File: config.mk
export PLATFORM = sky130hd
export DESIGN_NAME = steer_delta_quad
export DESIGN_NICKNAME = d
export VERILOG_FILES = /design/src/rtl/steer_pkg.sv /design/src/rtl/steer_tick_div.sv /design/src/rtl/steer_delta_quad.sv
export SDC_FILE = /design/constraint.sdc
export NUM_CORES = 1
export LEC_CHECK = 0
export ABC_CLOCK_PERIOD_IN_PS = 6700
export BUFFER_PORTS_ARGS = -buffer_cell sky130_fd_sc_hd__buf_2
export CORE_MARGIN = 5
export CORE_UTILIZATION = 40
export DETAILED_ROUTE_END_ITERATION = 12
export GPL_TIMING_DRIVEN = 0
export PLACE_DENSITY = 0.68
export SLEW_MARGIN = 20
export SYNTH_ARGS = -nofsm -noshare
export SYNTH_HDL_FRONTEND = slang
export SYNTH_SLANG_ARGS = --single-unit
File: constraint.sdc
create_clock -name CLK -period 6.7 [get_ports CLK]
set_input_delay 0 -clock CLK [delete_from_list [all_inputs] [get_ports CLK]]
set_output_delay 0 -clock CLK [all_outputs]
set_load 0.005 [all_outputs]
File: src/rtl/steer_pkg.sv
// Shared constants for the steering quadrature stepper: Gray-coded phase
// encoding, the default step period, and the phase advance helper.
package steer_pkg;

   localparam logic [1:0] PH0 = 2'b00;
   localparam logic [1:0] PH1 = 2'b01;
   localparam logic [1:0] PH2 = 2'b11;
   localparam logic [1:0] PH3 = 2'b10;

   localparam int CLKDIV_DEF = 22500;

   // Forward walks PH0->PH1->PH2->PH3->PH0; reverse walks the same ring backwards.
   function automatic logic [1:0] ph_next(input logic [1:0] ph, input logic up);
      logic [1:0] nxt;
      nxt = PH0;
      case (ph)
         PH0: nxt = up ? PH1 : PH3;
         PH1: nxt = up ? PH2 : PH0;
         PH2: nxt = up ? PH3 : PH1;
         PH3: nxt = up ? PH0 : PH2;
         default: nxt = PH0;
      endcase
      return nxt;
   endfunction

endpackage

File: src/rtl/steer_tick_div.sv
// Step-period timer: counts 0..CLKDIV-1 while enabled, parks at 0 otherwise,
// and flags the terminal-count cycle as tick.
module steer_tick_div
   import steer_pkg::*;
#(
   parameter int CLKDIV = CLKDIV_DEF
) (
   input  logic CLK,
   input  logic Reset_n,
   input  logic enable,
   output logic tick
);

   localparam int CW = $clog2(CLKDIV);
   localparam logic [CW-1:0] LAST = CW'(CLKDIV - 1);

   logic [CW-1:0] cnt_q, cnt_d;

   always_comb begin
      cnt_d = cnt_q;
      if (!enable || (cnt_q == LAST)) begin
         cnt_d = '0;
      end else begin
         cnt_d = cnt_q + 1'b1;
      end
   end

   always_ff @(posedge CLK or negedge Reset_n) begin
      if (!Reset_n) begin
         cnt_q <= '0;
      end else begin
         cnt_q <= cnt_d;
      end
   end

   assign tick = enable && (cnt_q == LAST);

endmodule

File: src/rtl/steer_delta_quad.sv
// Accumulates signed steering deltas and pays them out one quadrature step
// per tick, saturating the pending count and flagging any clamp.
module steer_delta_quad
   import steer_pkg::*;
#(
   parameter int DELTA_W = 8,
   parameter int ACC_W   = 10,
   parameter int CLKDIV  = CLKDIV_DEF
) (
   input  logic                      CLK,
   input  logic                      Reset_n,
   input  logic                      delta_valid,
   input  logic signed [DELTA_W-1:0] delta,
   input  logic                      enable,
   input  logic                      flush,
   input  logic                      clr_ovf,
   output logic [1:0]                steer,
   output logic signed [ACC_W-1:0]   pending,
   output logic                      busy,
   output logic                      overflow
);

   // One guard bit is enough: |delta| <= 2^(ACC_W-2) because ACC_W > DELTA_W.
   localparam int SW = ACC_W + 1;

   logic                    tick;
   logic [1:0]              steer_q, steer_d;
   logic signed [ACC_W-1:0] pending_q, pending_d;
   logic                    ovf_q, ovf_d;
   logic                    do_step, step_up, clamp;
   logic signed [SW-1:0]    delta_ext, dir_ext, sum;

   function automatic logic signed [ACC_W-1:0] sat_acc(input logic signed [SW-1:0] v);
      logic signed [ACC_W-1:0] r;
      r = v[ACC_W-1:0];
      if (v[SW-1] != v[SW-2]) begin
         r = v[SW-1] ? {1'b1, {(ACC_W-1){1'b0}}} : {1'b0, {(ACC_W-1){1'b1}}};
      end
      return r;
   endfunction

   steer_tick_div #(
      .CLKDIV (CLKDIV)
   ) u_tick (
      .CLK     (CLK),
      .Reset_n (Reset_n),
      .enable  (enable),
      .tick    (tick)
   );

   // Step decision looks only at the registered count, never the incoming delta.
   always_comb begin
      do_step   = tick && (pending_q != '0) && !flush;
      step_up   = !pending_q[ACC_W-1];
      delta_ext = delta_valid ? $signed({{(SW-DELTA_W){delta[DELTA_W-1]}}, delta}) : '0;
      dir_ext   = '0;
      if (do_step) begin
         dir_ext = step_up ? SW'(1) : '1;
      end
      sum   = $signed({pending_q[ACC_W-1], pending_q}) + delta_ext - dir_ext;
      clamp = !flush && (sum[SW-1] != sum[SW-2]);

      steer_d   = do_step ? ph_next(steer_q, step_up) : steer_q;
      pending_d = flush ? '0 : sat_acc(sum);
      ovf_d     = clamp || (ovf_q && !clr_ovf);
   end

   always_ff @(posedge CLK or negedge Reset_n) begin
      if (!Reset_n) begin
         steer_q   <= PH0;
         pending_q <= '0;
         ovf_q     <= 1'b0;
      end else begin
         steer_q   <= steer_d;
         pending_q <= pending_d;
         ovf_q     <= ovf_d;
      end
   end

   assign steer    = steer_q;
   assign pending  = pending_q;
   assign busy     = (pending_q != '0);
   assign overflow = ovf_q;

endmodule

Yosys cells after proc, flatten, opt, wreduce, memory -nomap -nowiden
Cells that the tools add are included.

Flip-flop bits (word level): 28. Input port bits: 14. Output and inout bits: 14. Logic and storage cells: 36.

$add $sub $neg: 3. Eq/ne operators: 5. Muxes and demuxes: 12. Reductions and logical operators: 12.

Operators by type and width (count): $mux W11 (3); $mux W10 (3); $add A15 B1 Y15 const B (1); $eq A15 B15 Y1 const B (1); $mux W15 (1); $add A10 B11 Y11 (1); $sub A11 B11 Y11 (1); $reduce_bool A10 Y1 (1); $mux W2 (4); $pmux W2 S4 (1); $logic_and A1 B1 Y1 (5); $eq A2 B2 Y1 const B (2); $logic_not A1 Y1 (3); $eq A2 B1 Y1 const B (1); $logic_not A2 Y1 (1); $logic_or A1 B1 Y1 (2); $ne A1 B1 Y1 (1).

Depth between registers and ports, before layout
Gate-level depths: netlist of the first run.

Depth after elaboration: 9. Mapped depth: 17. Mapped depth without buffers: 16.

Modules after synthesis
A second synthesis of the first run with hierarchy kept.

Cells, all modules: 246. Area total of the unflattened synthesis: 2234.6 µm².

By module, submodules not included: steer_delta_quad (times used 1, cells an instance 170, area each 1487.7 µm², seq. area each 325.3 µm²); steer_tick_div (times used 1, cells an instance 76, area each 747.0 µm², seq. area each 375.4 µm²).

Worst setup path after synthesis of the first run
Ideal clock, no wire load.

Kind: reg-to-reg. Start point: register u_tick.cnt_q[0]. End point: register ovf_q, in the netlist overflow. Library setup time: 0.090 ns. Arrival: 3.660 ns. Data required time: 6.610 ns. Path slack: 2.949 ns. Cell stages (with the launch flop): 15. Buffers on the path: 0. Clock period less this slack: 3.751 ns. Path through: dfrtp_1 -> ha_1 -> and4_1 -> nand4_1 -> nor2_1 -> nand2_1 -> inv_1 -> fa_1 -> fa_1 -> nand2b_1 -> a211oi_1 -> o211ai_1 -> nor3b_1 -> or4_1 -> o221ai_1.

Word-level cells in the longest chain between the ends: 9.

Ends and longest elaborated chain: start, declared (RTL line steer_tick_div.sv:17) `logic [CW-1:0] cnt_q, cnt_d;`; start signal, assigned (RTL line steer_tick_div.sv:32) `cnt_q <= cnt_d;`; $eq A15 B15 Y1 (RTL line steer_tick_div.sv:36) `assign tick = enable && (cnt_q == LAST);`; $logic_and A1 B1 Y1 (RTL line steer_tick_div.sv:36); $logic_and A1 B1 Y1 (2 in a row) (RTL line steer_delta_quad.sv:53) `do_step = tick && (pending_q != '0) && !flush;`; $mux W11 (RTL line steer_delta_quad.sv:57) `if (do_step) begin`; $sub A11 B11 Y11 (RTL line steer_delta_quad.sv:60) `sum = $signed({pending_q[ACC_W-1], pending_q}) + delta_ext - dir_ext;`; $ne A1 B1 Y1 (RTL line steer_delta_quad.sv:61) `clamp = !flush && (sum[SW-1] != sum[SW-2]);`; $logic_and A1 B1 Y1 (RTL line steer_delta_quad.sv:61); $logic_or A1 B1 Y1 (RTL line steer_delta_quad.sv:65) `ovf_d = clamp || (ovf_q && !clr_ovf);`; named net ovf_d (RTL line steer_delta_quad.sv:29) `logic ovf_q, ovf_d;`; end signal, assigned (RTL line steer_delta_quad.sv:76) `ovf_q <= ovf_d;`; end, declared (RTL line steer_delta_quad.sv:29).

The timed path passes the listed nets, and every way through them passes these cells. A chain may end at the register's enable or synchronous reset.

Worst setup path after layout of the first run
Start point: register u_tick.cnt_q[0]. End point: register pending_q[7], in the netlist pending[7].

Word-level cells in the longest chain between the ends: 9. Elaborated cells on any way between the ends: 10. Classes of those cells: add/sub (1); eq/ne (2); mux (4); reduce/logical (3).

Ends and longest elaborated chain: $eq A15 B15 Y1 * (RTL line steer_tick_div.sv:36); $logic_and A1 B1 Y1 * (RTL line steer_tick_div.sv:36); $logic_and A1 B1 Y1 * (2 in a row) (RTL line steer_delta_quad.sv:53); $mux W11 * (RTL line steer_delta_quad.sv:57); $sub A11 B11 Y11 * (RTL line steer_delta_quad.sv:60); $mux W10 or $ne A1 B1 Y1 (tied branches) (RTL line steer_delta_quad.sv:37, steer_delta_quad.sv:36); $mux W10 * (RTL line steer_delta_quad.sv:36) `if (v[SW-1] != v[SW-2]) begin`; $mux W10 * (RTL line steer_delta_quad.sv:64) `pending_d = flush ? '0 : sat_acc(sum);`; named net pending_d[7] (RTL line steer_delta_quad.sv:28) `logic signed [ACC_W-1:0] pending_q, pending_d;`; end signal, assigned (RTL line steer_delta_quad.sv:75) `pending_q <= pending_d;`; end, declared (RTL line steer_delta_quad.sv:28).

The timed path passes the listed nets; every way through them passes the cells marked *.

==> reports/metrics.yaml, run 1 <==
global_routing:
  antenna_found_initial: 0
  grt_pass1_vias: 1746
  grt_first_pass_wirelength_mm: 7.817
  grt_use_total_pct: 13.40
  grt_remaining_overflow: 0
  grt_max_degree: 29
pwr:
  power_frac_comb_pct: 68.9
  ir_worst_vdd_v: 0.0002821
  cellLeakagePower_nw: 1.196
  p_int_mw: 0.5774
  p_per_area_nw_per_um2: 435.6
  p_clk_share_pct: 9.8
  swShare_pct: 45.68
  seqPwrFrac_pct: 21.4
  p_switching_mw: 0.4855
timing:
  slew_headroom_pct: 57.56
  hold_viol: 0
  period_needed_ps: 4308
  whs_ps: 13.57
  skew_ps: 3.183
  slew_viol_final: 0
  finalSetupViolCount: 0
  finalCritPeriodShare_pct: 64.31
  max_freq_ghz: 0.2321
  worst_pin_slew_ps: 636.5
  grt_setup_unrepaired: "no"
  tns_ps: 0
critical_path:
  cp_top_family: "simple AND/OR/NAND/NOR gates"
  cpPeakStageDelay_ps: 510
  cp-end-kind: "flip-flop"
  cp_max_fo: 10
  crit_required_ps: 6860
  cp-start-kind: "flip-flop"
  slowest_stage: "fa_1"
  path_class: "flip-flop to flip-flop"
  worstPathArrival_ps: 4470
  path_cells: "ha_1 > and4_1 > nand4_1 > nor2_1 > nand2_1 > inv_1 > fa_1 > inv_1 > ha_1 > a21oi_1 > nand3_1 > o211ai_1 > nor3b_1 > buf_4 > nor3_2 > o32ai_1"
  crit_buf_inv: 3
yosys:
  yosys_register_bits: 28
  netlist_area_um2: 2137
  synthTopCellsByCount: "inv_1, dfrtp_1, nor2_1"
  avgSynthCellArea_um2: 9.055
  postSynth.asyncResetShare_pct: 100.0
  yosysTopAreaCell: "dfrtp_1"
  seq_area_frac_synth_pct: 32.79
  synth_edf_count: 0
  synth_cells: 236
  synth_area_leaders: "dfrtp_1, fa_1, ha_1"
  synth_top_area_share_pct: 32.79
  yosysWarnings: 0
  synth_nets: 272
  ys.flop_type: "dfrtp_1"
  ys_types: 48
  yosysMostFrequentCell: "inv_1"
detailed_routing:
  wl_per_cell_um: 13.01
  postRouteAntennaNets: 0
  dr_total_vias: 1706
  drt-total-wl_mm: 4.411
  avgViaCountPerCell: 5.032
  drc: 0
  drt_first_pass_iters: 4
  first_iter_violations: 64
placed_design:
  gp_congestion: 0.8300
  io_buffers: 26
  hpwlAfterDp_mm: 3.526
clocking:
  clk_latency_ps: 270
  clockRootBuffer: "clkbuf_8"
  htreeDepth: 1
  clockBufferDepth: 2
  postCtsResizedCells: 0
  tritoncts: "done"
  numCtsBuffers: 3
  cts_sinks: 28
  clkTransAtPathRegs_ps: 90
layout:
  antenna_cells: 0
  areaGrowthSynthToFinish_pct: 14.17
  fillCellCount: 526
  final_layout_size_suffix_gt1_share_pct: 16.36
  num-nets-final: 306
floorplan:
  design.core.area_um2: 5140
  die_area_um2: 6905
  die_height_um: 83.10
  die_w_um: 83.10
  initial_core_util_pct: 41.58
  io_pins: 28
  rows: 26
job:
  maxCapViolCount: 0
worst_hold_path:
  hold_path.class: "primary input to flip-flop"
run_status:
  status: "finished clean"
flip-flops by register name, summed over array words and instances, names as in the netlist:
signal,flops
overflow,1
u_tick.cnt_q,15
pending,10
steer,2
power groups by stage:
stage	Combinational [mW]	Clock [mW]	Sequential, mW
final	0.732	0.104	0.227
after floorplan	0.582	0	0.229
after detailed placement	0.732	0	0.231
after CTS	0.737	0.107	0.227
after global routing	0.824	0.113	0.232
after global placement	0.713	0	0.231
placed cells by master, fill, tap and decap left out, types with 2 or more instances in the layout:
master	count
nor3b_1	3
nand2b_1	4
nand3_1	10
o22ai_1	5
xnor2_1	8
buf_2	29
o211ai_1	2
dlygate4sd3_1	3
inv_1	30
nor2_1	23
and3_1	4
clkbuf_8	4
buf_6	2
o32ai_1	3
a21oi_1	13
fa_1	9
nand4_1	7
xor2_1	14
nor4_1	2
dfrtp_1	28
and3_2	2
a21o_1	2
nand2_1	21
clkbuf_1	2
ha_1	13
o221ai_1	2
logic make-up (layout without fill, tap and decap cells):
group           count (synthesis)  count (layout)  synth area share (%)
xor+xnor                       23              23                 9.778
compound gates                 38              38                 12.12
flops                          28              28                 32.79
fa+ha+maj                      22              22                 16.04
simple gates                   85              85                 20.61
mux                             1               1                0.5269
buf+inv                        39              72                 8.138
per-stage QoR:
stage	setup slack (ps)	total power, mW	util (%)	cells	cell area, um2
floorplan	2949	0.8102	-	236	2137
global placement	2457	0.9436	45.81	332	2355
detailed placement	2366	0.9629	45.81	332	2355
CTS	2336	1.072	47.47	339	2440
global route	1963	1.168	47.47	339	2440
finish	2392	1.063	47.47	339	2440
worst reg2reg max path: cells and delay by family (launching register included):
family	cells	cell delay (ps)
simple gates	7	1170
fa+ha+maj	3	1070
compound gates	3	870
buf+inv	3	660
flops	1	430
layer usage:
metal	routed length, um	part of all wire (%)	global-route usage [%]	vias up
met3	113	2.6	1.386	0
met4	0	0	2.675	0
li1	-	-	-	861
met5	0	0	0	-
met1	1981	45	16.61	820
met2	2316	53	25.00	25
timing repair:
item | in CTS | in global routing
hold endpoints to repair | 30 | 0
setup buffers | 0 | 0
hold buffers | 3 | 0
worst paths after layout:
check	startpoint	to	slack [ps]	cells past startpoint
max in group asynchronous	Reset_n	u_tick.cnt_q[4]	6010	2
max	u_tick.cnt_q[0]	pending[7]	2390	16
max reg2reg	u_tick.cnt_q[0]	pending[7]	2390	16
min in group asynchronous	Reset_n	u_tick.cnt_q[8]	280	2
min reg2reg	u_tick.cnt_q[0]	u_tick.cnt_q[0]	540	1
min	enable	u_tick.cnt_q[1]	10	2
final cells by class:
cell class	instances	area, um2	area share, %
buffer	9	61.31	2.513
clock buffer	4	55.05	2.256
inverter	30	112.6	4.615
multi-input combinational	169	1262	51.74
sequential	28	700.7	28.72
tap	70	87.58	3.590
timing repair buffer	29	160.2	6.564
No activity file was read; power rests on OpenSTA's default activity.
==> inputs of run 2 (changes only) <==
ABC_CLOCK_PERIOD_IN_PS = 4400   (was 6700)
clock period = 4.4 ns   (was 6.7 ns; I/O delays follow)
==> run 2 against run 1 <==
Worst hold slack about the same. Sequential share of layout area decreased by 0.51 points. Utilization increased by 0.85 points. Maximum frequency increased by 5.2%. Power increased by 53%. Combinational power increased by 53%. Via count decreased by 0.35%. Critical path depth increased by 2. Critical path type unchanged. Die area unchanged. Sequential cell count unchanged. Highest routed layer unchanged. Non-clock buffer count increased by 3.
==> reports/metrics.yaml, run 2 (synthesis gave the netlist of run 1 again) <==
detailed_routing:
  drc: 0  # unchanged
  topRoutingLayerUsed: "met3"
  first_iter_violations: 58  # -9.4%
  dr_total_vias: 1700  # -0.35%
  routed-wl-met3_um: 111  # -1.8%
  wl_met2_mm: 2.319  # +0.13%
  avgViaCountPerCell: 4.971  # -1.2%
  postRouteAntennaNets: 0  # unchanged
  drt-total-wl_mm: 4.470  # +1.3%
  wl_per_cell_um: 13.07  # +0.45%
  m1WireLength_mm: 2.039  # +2.9%
  drt_first_pass_iters: 4  # unchanged
pwr:
  total_power_mw: 1.629  # +53%
  ir_worst_vdd_v: 0.0004380  # +55%
  cellLeakagePower_nw: 1.205  # +0.79%
  p_per_area_nw_per_um2: 655.8  # +51%
placed_design:
  place_area_um2: 2355  # unchanged
  gp_congestion: 0.8300  # unchanged
  io_buffers: 26  # unchanged
  hpwlAfterDp_mm: 3.526  # unchanged
  dp_cells: 332  # unchanged
critical_path:
  cpPeakStageDelay_ps: 500  # about the same
  cp_max_fo: 10  # unchanged
  reg2reg_slack_ps: 310  # -2090 ps
  cp-start-kind: "flip-flop"
  path_cells: "ha_1 > and4_1 > nand4_1 > nor2_1 > nand2_1 > clkinvlp_4 > buf_4 > fa_1 > inv_1 > ha_1 > buf_2 > nand3_1 > nand3_1 > o211ai_1 > nor3b_1 > buf_4 > nor3_2 > o32ai_1"
  crit_required_ps: 4560  # -2300 ps
  slowest_stage: "fa_1"
  path_class: "flip-flop to flip-flop"
  cp-end-kind: "flip-flop"
  regToRegStartpoint: "u_tick.cnt_q[0]"
  r2r_end: "pending[7]"
  worstPathArrival_ps: 4250  # -220 ps
  r2r_cells: 18  # +2
layout:
  final_util_pct: 48.32  # +0.85 points
  fillCellCount: 521  # -0.95%
  largest_reg_flops: 15  # unchanged
  final_layout_size_suffix_gt1_share_pct: 18.01  # +1.7 points
  regMostFlops: "u_tick.cnt_q"
  fin_area_um2: 2484  # +1.8%
  finalNonFillerCells: 342  # +0.88%
  antenna_cells: 0  # unchanged
  layout_common_cells: "inv_1, buf_2, dfrtp_1, nor2_1, nand2_1"
  areaGrowthSynthToFinish_pct: 16.22
  num-nets-final: 309  # +0.98%
floorplan:
  die_w_um: 83.10  # unchanged
  die_area_um2: 6905  # unchanged
  io_pins: 28  # unchanged
  die_height_um: 83.10  # unchanged
  initial_core_util_pct: 41.58  # unchanged
  rows: 26  # unchanged
  design.core.area_um2: 5140  # unchanged
worst_hold_path:
  min-delay-start: "enable"
  min_to: "u_tick.cnt_q[1]"
  hold_path.class: "primary input to flip-flop"
  min_path_cells: 2  # unchanged
clocking:
  clockBufferDepth: 2  # unchanged
  tritoncts: "done"
  clkTransAtPathRegs_ps: 90  # about the same
  cts_sinks: 28  # unchanged
  clk_latency_ps: 270  # about the same
  numCtsBuffers: 3  # unchanged
  htreeDepth: 1  # unchanged
  clockRootBuffer: "clkbuf_8"
global_routing:
  grt_first_pass_wirelength_mm: 7.817  # unchanged
  grt_max_degree: 29  # unchanged
  grt_remaining_overflow: 0  # unchanged
  grt_use_total_pct: 13.40  # unchanged
  grt_pass1_vias: 1746  # unchanged
  antenna_found_initial: 0  # unchanged
timing:
  whs_ps: 13.07  # -0.4962 ps
  hold_viol: 0  # unchanged
  slew_viol_final: 0  # unchanged
  worst_pin_slew_ps: 640.3  # +3.780 ps
  skew_ps: 5.205  # +2.022 ps
  period_needed_ps: 4094  # -214.4 ps
  finalCritPeriodShare_pct: 93.05  # +29 points
  finalSetupViolCount: 0  # unchanged
  slew_headroom_pct: 57.31  # -0.25 points
  max_freq_ghz: 0.2443  # +5.2%
job:
  maxCapViolCount: 0  # unchanged
run_status:
  status: "finished clean"
-- run 2: changes by cell type in the layout (fill, tap and decap cells not counted) --
cell,delta
a211oi_1,-1
buf_12,+1
a211oi_2,+1
clkinvlp_4,+1
buf_4,+2
inv_1,-1
-- run 2: what timing repair did --
action                     in CTS  in global routing
hold endpoints to repair       30                  0
buffers inserted                0                  3
hold buffers                    3                  0
setup endpoints to repair       0                 11
resized for setup               0                  2
-- run 2: critical path: cells and delay by family, from the launching register on --
family / cells / cell delay, ps
AND/OR/NAND/NOR: 8 / 1140
adder cells (fa/ha/maj): 3 / 1040
buffers and inverters: 5 / 770
AO/OA/AOI/OAI: 2 / 590
flip-flops: 1 / 440
-- run 2: final cells by class --
class	count	area [um2]	area share, %
clock buffer	4	55.05	2.217
multi-input combinational	169	1267	51.03
sequential	28	700.7	28.21
timing repair buffer	32	195.2	7.859
buffer	9	61.31	2.469
inverter	30	116.4	4.685
tap	70	87.58	3.526
-- run 2: through the flow --
stage | setup WS [ps] | setup TNS, ps
2_1_floorplan | 649.4 | 0
3_3_place_gp | 156.7 | 0
3_5_place_dp | 66.19 | 0
4_1_cts | 35.71 | 0
5_1_grt | -6.718 | -6.718
6_report | 305.9 | 0
-- run 2: worst max path at each step --
stage	cells past startpoint	slack, ps	start	endpoint
5_1_grt	18	-7	u_tick.cnt_q[0]	pending[7]
6_report	18	310	u_tick.cnt_q[0]	pending[7]
2_1_floorplan	14	650	u_tick.cnt_q[0]	overflow
3_5_place_dp	15	70	u_tick.cnt_q[0]	pending[7]
3_3_place_gp	15	160	u_tick.cnt_q[0]	pending[7]
4_1_cts	15	40	u_tick.cnt_q[0]	pending[7]
-- run 2: report_power, final --
| group | switching, mW | internal (mW) | leakage (nW) |
|---|---|---|---|
| Clock | 0.0793 | 0.0800 | 0.0288 |
| Sequential | 0.0358 | 0.310 | 0.376 |
| Combinational | 0.633 | 0.490 | 0.800 |
-- run 2: metal layers --
| metal | track usage, % | vias to the layer above |
|---|---|---|
| met1 | 16.61 | 813 |
| met4 | 2.675 | 0 |
| met5 | 0 | - |
| li1 | - | 867 |
| met2 | 25.00 | 20 |
| met3 | 1.386 | 0 |
